$ cat src/rtl/key_debounce_pkg.sv
// Shared definitions for the pushbutton debouncer: FSM state encoding and
// default sizing constants.
package key_debounce_pkg;

    typedef enum logic [1:0] {
        ST_UP     = 2'd0,
        ST_CHK_DN = 2'd1,
        ST_DOWN   = 2'd2,
        ST_CHK_UP = 2'd3
    } deb_state_t;

    localparam int DEFAULT_N_KEYS          = 2;
    localparam int DEFAULT_DEBOUNCE_CYCLES = 500000;

endpackage

$ cat src/rtl/key_debounce_ch.sv
// One debounce channel: 2-flop synchroniser on the active-low key, a bounded
// stability counter and a four-state FSM producing level and edge pulses.
import key_debounce_pkg::*;

module key_debounce_ch #(
    parameter int DEBOUNCE_CYCLES = DEFAULT_DEBOUNCE_CYCLES,
    parameter int CNT_W           = $clog2(DEBOUNCE_CYCLES + 1)
) (
    input  logic clk,
    input  logic reset,
    input  logic key_n,
    output logic held,
    output logic press,
    output logic rel
);

    localparam logic [CNT_W-1:0] CNT_LAST = CNT_W'(DEBOUNCE_CYCLES - 1);

    logic             s1_r;
    logic             s2_r;
    deb_state_t       state_r;
    deb_state_t       state_nxt;
    logic [CNT_W-1:0] cnt_r;
    logic [CNT_W-1:0] cnt_nxt;
    logic             held_r;
    logic             held_nxt;
    logic             press_r;
    logic             press_nxt;
    logic             rel_r;
    logic             rel_nxt;

    // Synchroniser: resets to the released (high) level.
    always_ff @(posedge clk) begin
        if (reset) begin
            s1_r <= 1'b1;
            s2_r <= 1'b1;
        end else begin
            s1_r <= key_n;
            s2_r <= s1_r;
        end
    end

    // Next-state logic; a return to the old level while checking aborts silently.
    always_comb begin
        state_nxt = state_r;
        cnt_nxt   = cnt_r;
        held_nxt  = held_r;
        press_nxt = 1'b0;
        rel_nxt   = 1'b0;
        case (state_r)
            ST_UP: begin
                if (!s2_r) begin
                    state_nxt = ST_CHK_DN;
                    cnt_nxt   = {CNT_W{1'b0}};
                end else begin
                    state_nxt = ST_UP;
                end
            end
            ST_CHK_DN: begin
                if (s2_r) begin
                    state_nxt = ST_UP;
                end else if (cnt_r == CNT_LAST) begin
                    state_nxt = ST_DOWN;
                    held_nxt  = 1'b1;
                    press_nxt = 1'b1;
                end else begin
                    cnt_nxt = cnt_r + CNT_W'(1);
                end
            end
            ST_DOWN: begin
                if (s2_r) begin
                    state_nxt = ST_CHK_UP;
                    cnt_nxt   = {CNT_W{1'b0}};
                end else begin
                    state_nxt = ST_DOWN;
                end
            end
            ST_CHK_UP: begin
                if (!s2_r) begin
                    state_nxt = ST_DOWN;
                end else if (cnt_r == CNT_LAST) begin
                    state_nxt = ST_UP;
                    held_nxt  = 1'b0;
                    rel_nxt   = 1'b1;
                end else begin
                    cnt_nxt = cnt_r + CNT_W'(1);
                end
            end
            default: begin
                state_nxt = ST_UP;
                cnt_nxt   = {CNT_W{1'b0}};
                held_nxt  = 1'b0;
            end
        endcase
    end

    // State, counter and registered outputs.
    always_ff @(posedge clk) begin
        if (reset) begin
            state_r <= ST_UP;
            cnt_r   <= {CNT_W{1'b0}};
            held_r  <= 1'b0;
            press_r <= 1'b0;
            rel_r   <= 1'b0;
        end else begin
            state_r <= state_nxt;
            cnt_r   <= cnt_nxt;
            held_r  <= held_nxt;
            press_r <= press_nxt;
            rel_r   <= rel_nxt;
        end
    end

    assign held  = held_r;
    assign press = press_r;
    assign rel   = rel_r;

endmodule

$ cat src/rtl/key_debounce.sv
// Pushbutton conditioning for N_KEYS active-low keys: one independent
// debounce channel per key; this level only slices the buses.
import key_debounce_pkg::*;

module key_debounce #(
    parameter int N_KEYS          = DEFAULT_N_KEYS,
    parameter int DEBOUNCE_CYCLES = DEFAULT_DEBOUNCE_CYCLES
) (
    input  logic              CLOCK_50,
    input  logic              Reset,
    input  logic [N_KEYS-1:0] KEY,
    output logic [N_KEYS-1:0] Held,
    output logic [N_KEYS-1:0] Press,
    output logic [N_KEYS-1:0] Release
);

    localparam int CNT_W = $clog2(DEBOUNCE_CYCLES + 1);

    for (genvar i = 0; i < N_KEYS; i++) begin : g_ch
        key_debounce_ch #(
            .DEBOUNCE_CYCLES (DEBOUNCE_CYCLES),
            .CNT_W           (CNT_W)
        ) u_ch (
            .clk   (CLOCK_50),
            .reset (Reset),
            .key_n (KEY[i]),
            .held  (Held[i]),
            .press (Press[i]),
            .rel   (Release[i])
        );
    end

endmodule
$ cat config.mk
export PLATFORM = sky130hd
export DESIGN_NAME = key_debounce
export DESIGN_NICKNAME = d
export VERILOG_FILES = /design/src/rtl/key_debounce_pkg.sv /design/src/rtl/key_debounce_ch.sv /design/src/rtl/key_debounce.sv
export SDC_FILE = /design/constraint.sdc
export NUM_CORES = 1
export LEC_CHECK = 0
export CAP_MARGIN = 40
export CORE_MARGIN = 2
export CORE_UTILIZATION = 60
export DETAILED_ROUTE_END_ITERATION = 8
export GPL_TIMING_DRIVEN = 1
export PLACE_DENSITY = 0.76
export SLEW_MARGIN = 20
export SYNTH_ARGS = -nofsm -noshare
export SYNTH_HDL_FRONTEND = slang
export SYNTH_SLANG_ARGS = --single-unit
export TNS_END_PERCENT = 1
$ cat constraint.sdc
create_clock -name CLOCK_50 -period 2.13 [get_ports CLOCK_50]
set_input_delay 0.426 -clock CLOCK_50 [delete_from_list [all_inputs] [get_ports CLOCK_50]]
set_output_delay 0.426 -clock CLOCK_50 [all_outputs]
set_load 0.03 [all_outputs]
==> results.py <==
metrics = {
    "run_status": {
        "status": "finished, final reports clean",
    },
    "clock_network": {
        "cts_buffer_depth": 2,
        "tritoncts": "yes",
        "cts_buffers": 5,
        "root_buffer": "clkbuf_8",
        "cts_max_level": 2,
        "cts_sinks": 52,
        "holdBufCountCts": 0,
        "clock_latency_ps": 300,
        "cts_resized": 0,
        "post-cts-setup-buffers": 0,
        "cts.clk_slew.worst_paths_ps": 90,
    },
    "finish": {
        "diodes": 0,
        "fillers": 334,
        "synthToLayoutAreaGrowth_pct": 9.139,
        "final_common_cell": "dfxtp_1",
        "post-route-util_pct": 69.47,
        "instances_no_fill": 365,
        "drive_gt1_share_pct": 12.06,
        "design_area_um2": 2839,
        "fin_nets": 320,
        "final_cell_mix": "dfxtp_1 (52), nor2_1 (33), nand2_1 (27), xor2_1 (15)",
    },
    "yosys": {
        "syn_nets": 314,
        "synth_async_sr_flop_share_pct": 0,
        "synth-warning-count": 0,
        "synth.top_cell.area_share_pct": 40.02,
        "seq_area_frac_synth_pct": 40.02,
        "synth_flop_cell": "dfxtp_1",
        "yosysUniqueCellTypes": 50,
        "synth_area_leader_cell": "dfxtp_1",
        "syn_avg_cell_area_um2": 8.446,
        "ys_seq_elements": 52,
        "yosys-mux-area-fraction_pct": 3.175,
        "synth_area_leaders": "dfxtp_1 (40%), xor2_1 (5.1%), nor2_1 (4.8%), nand2_1 (3.9%), nand4_1 (3.4%)",
        "synth_edf_count": 0,
        "synth_top_family_by_area": "simple AND/OR/NAND/NOR gates",
        "synth_compound_area_share_pct": 10.92,
        "synthCells": 308,
        "synth_area_um2": 2601,
        "synth-simple-area-share_pct": 31.79,
        "synth_xor_area_share_pct": 7.696,
        "synthAdderAreaFrac_pct": 0.9620,
    },
    "die": {
        "initial_core_util_pct": 63.66,
        "die_w_um": 69.85,
        "ioPinCount": 10,
        "num_rows": 23,
        "core_area_um2": 4086,
        "die_area_um2": 4878,
        "dieHeight_um": 69.85,
    },
    "routing": {
        "drc": 0,
        "wl_per_cell_um": 13.44,
        "antenna_left": 0,
        "dr.pass1.iters": 4,
        "vias": 2127,
        "drt_iter0_markers": 129,
        "routed_wl_um": 4907,
        "vias_per_cell": 5.827,
    },
    "place": {
        "dp.cells": 357,
        "dpl-instance-area_um2": 2745,
        "place_hpwl_um": 3501,
        "placement.io_buffers": 9,
        "preCtsSetupSlack_ps": 166.4,
        "place_congestion": 0.8180,
    },
    "timing": {
        "clock_skew_ps": 4.322,
        "finalCriticalPeriod_ps": 1977,
        "worstMarginPinSlew_ps": 586.8,
        "drv_slew": 0,
        "max_freq_mhz": 505.9,
        "setup_ws_ps": 153.2,
        "final-hold-violation-count": 0,
        "tns_ps": 0,
        "slew_headroom_pct": 60.80,
        "rsz0062_at_grt": "false",
        "finalSetupViolCount": 0,
        "timing.hold.ws_ps": 421.6,
        "fin_crit_sh_pct": 92.81,
    },
    "pwr": {
        "p_per_area_nw_per_um2": 577.1,
        "total_power_mw": 1.638,
        "switchingPower_mw": 0.3624,
        "p_leak_nw": 0.9096,
        "clock_power_share_pct": 35.0,
        "comb_power_share_pct": 4.6,
        "p_int_mw": 1.276,
        "power.share.switching_pct": 22.12,
        "seqPwrFrac_pct": 60.4,
        "ir_worst_vdd_mv": 0.3399,
    },
    "grt": {
        "grt_pass1_wl_um": 8818,
        "overflow": 0,
        "grt_pass1_vias": 2075,
        "grt_max_degree": 35,
        "track_usage_pct": 21.89,
        "antenna_found_initial": 0,
    },
    "setup_path": {
        "cp.arrival_ps": 2190,
        "worstPathCellList": "or4b_4, nor4_4, and2_2, o21ai_0, a211oi_1",
        "cp_max_fo": 7,
        "path_class": "reg2reg",
        "cpPeakStageDelay_ps": 570,
        "cp.required_ps": 2340,
        "cp-start-kind": "flip-flop",
        "crit_path_top_delay_cell": "or4b_4",
        "endpoint_kind": "flip-flop",
    },
    "flow_run": {
        "maxCapViolCount": 0,
    },
    "min_path": {
        "hold_path_class": "reg2reg",
    },
}
-- area by class of cell --
class | instances | area [um2] | share of cell area, %
multi-input cells | 227 | 1419 | 49.98
clock buffers | 7 | 86.33 | 3.041
flip-flops and latches | 52 | 1041 | 36.67
repair buffers | 22 | 200.2 | 7.052
inverters | 6 | 22.52 | 0.7933
clock inverters | 1 | 7.507 | 0.2644
well taps | 50 | 62.56 | 2.204
-- final timing paths --
path                      endpoint  slack, ps  cells past startpoint                  start
max          g_ch[0].u_ch.cnt_r[4]        150                      5  g_ch[0].u_ch.cnt_r[7]
min              g_ch[0].u_ch.s2_r        420                      1      g_ch[0].u_ch.s1_r
max reg2reg  g_ch[0].u_ch.cnt_r[4]        150                      5  g_ch[0].u_ch.cnt_r[7]
min reg2reg      g_ch[0].u_ch.s2_r        420                      1      g_ch[0].u_ch.s1_r
-- power groups by stage --
stage	sequential (mW)	combinational [mW]	clock (mW)
final	0.989	0.0754	0.574
after global routing	0.991	0.0826	0.636
after CTS	0.989	0.0761	0.594
after detailed placement	1.01	0.0760	0
after global placement	1.01	0.0746	0
after floorplan	1.01	0.0573	0
-- cells by family (layout without fill, tap and decap cells) --
| family | Yosys count | after routing |
|---|---|---|
| simple gates | 149 | 149 |
| flops | 52 | 52 |
| compound gates | 46 | 46 |
| buf+inv | 29 | 36 |
| xor+xnor | 22 | 22 |
| mux | 8 | 8 |
| fa+ha+maj | 2 | 2 |
-- cells in the mapped netlist (3+ instances only) --
master and instances:
nand2_1 27, or2_2 6, a21oi_1 14, o21ai_0 10
nand4_1 14, nand3b_1 9, clkbuf_1 14, and3_1 4
nor2_1 33, nor4_1 7, buf_4 6, or3_1 4
a31oi_1 6, xor2_1 15, xnor2_1 6, inv_1 6
dfxtp_1 52, o21bai_1 3, a22oi_1 3, mux2i_1 6
nor3_1 11, o211ai_1 3, nand3_1 14
-- layer usage --
metal / GRT usage [%] / vias up / wire length (um) / part of all wire (%)
met2: 38.20 / 26 / 2450 / 50
met4: 6.624 / 0 / 44 / 0.90
li1: - / 1098 / - / -
met5: 0 / - / 0 / 0
met1: 26.23 / 997 / 2270 / 46
met3: 5.814 / 6 / 142 / 2.9
-- worst max-delay path: cells and delay by family, from the launching register on --
family,cells,cell delay [ps]
AO/OA/AOI/OAI,2,350
flip-flops,1,370
AND/OR/NAND/NOR,3,1160
-- flip-flops by register name, summed over array words and instances (netlist names), named ones only --
name               flops
g_ch.u_ch.state_r      2
g_ch.u_ch.held         2
g_ch.u_ch.s2_r         2
g_ch.u_ch.cnt_r       38
g_ch.u_ch.press        2
g_ch.u_ch.s1_r         2
g_ch.u_ch.rel          2
Note: power is estimated with default switching activity, not from simulation.
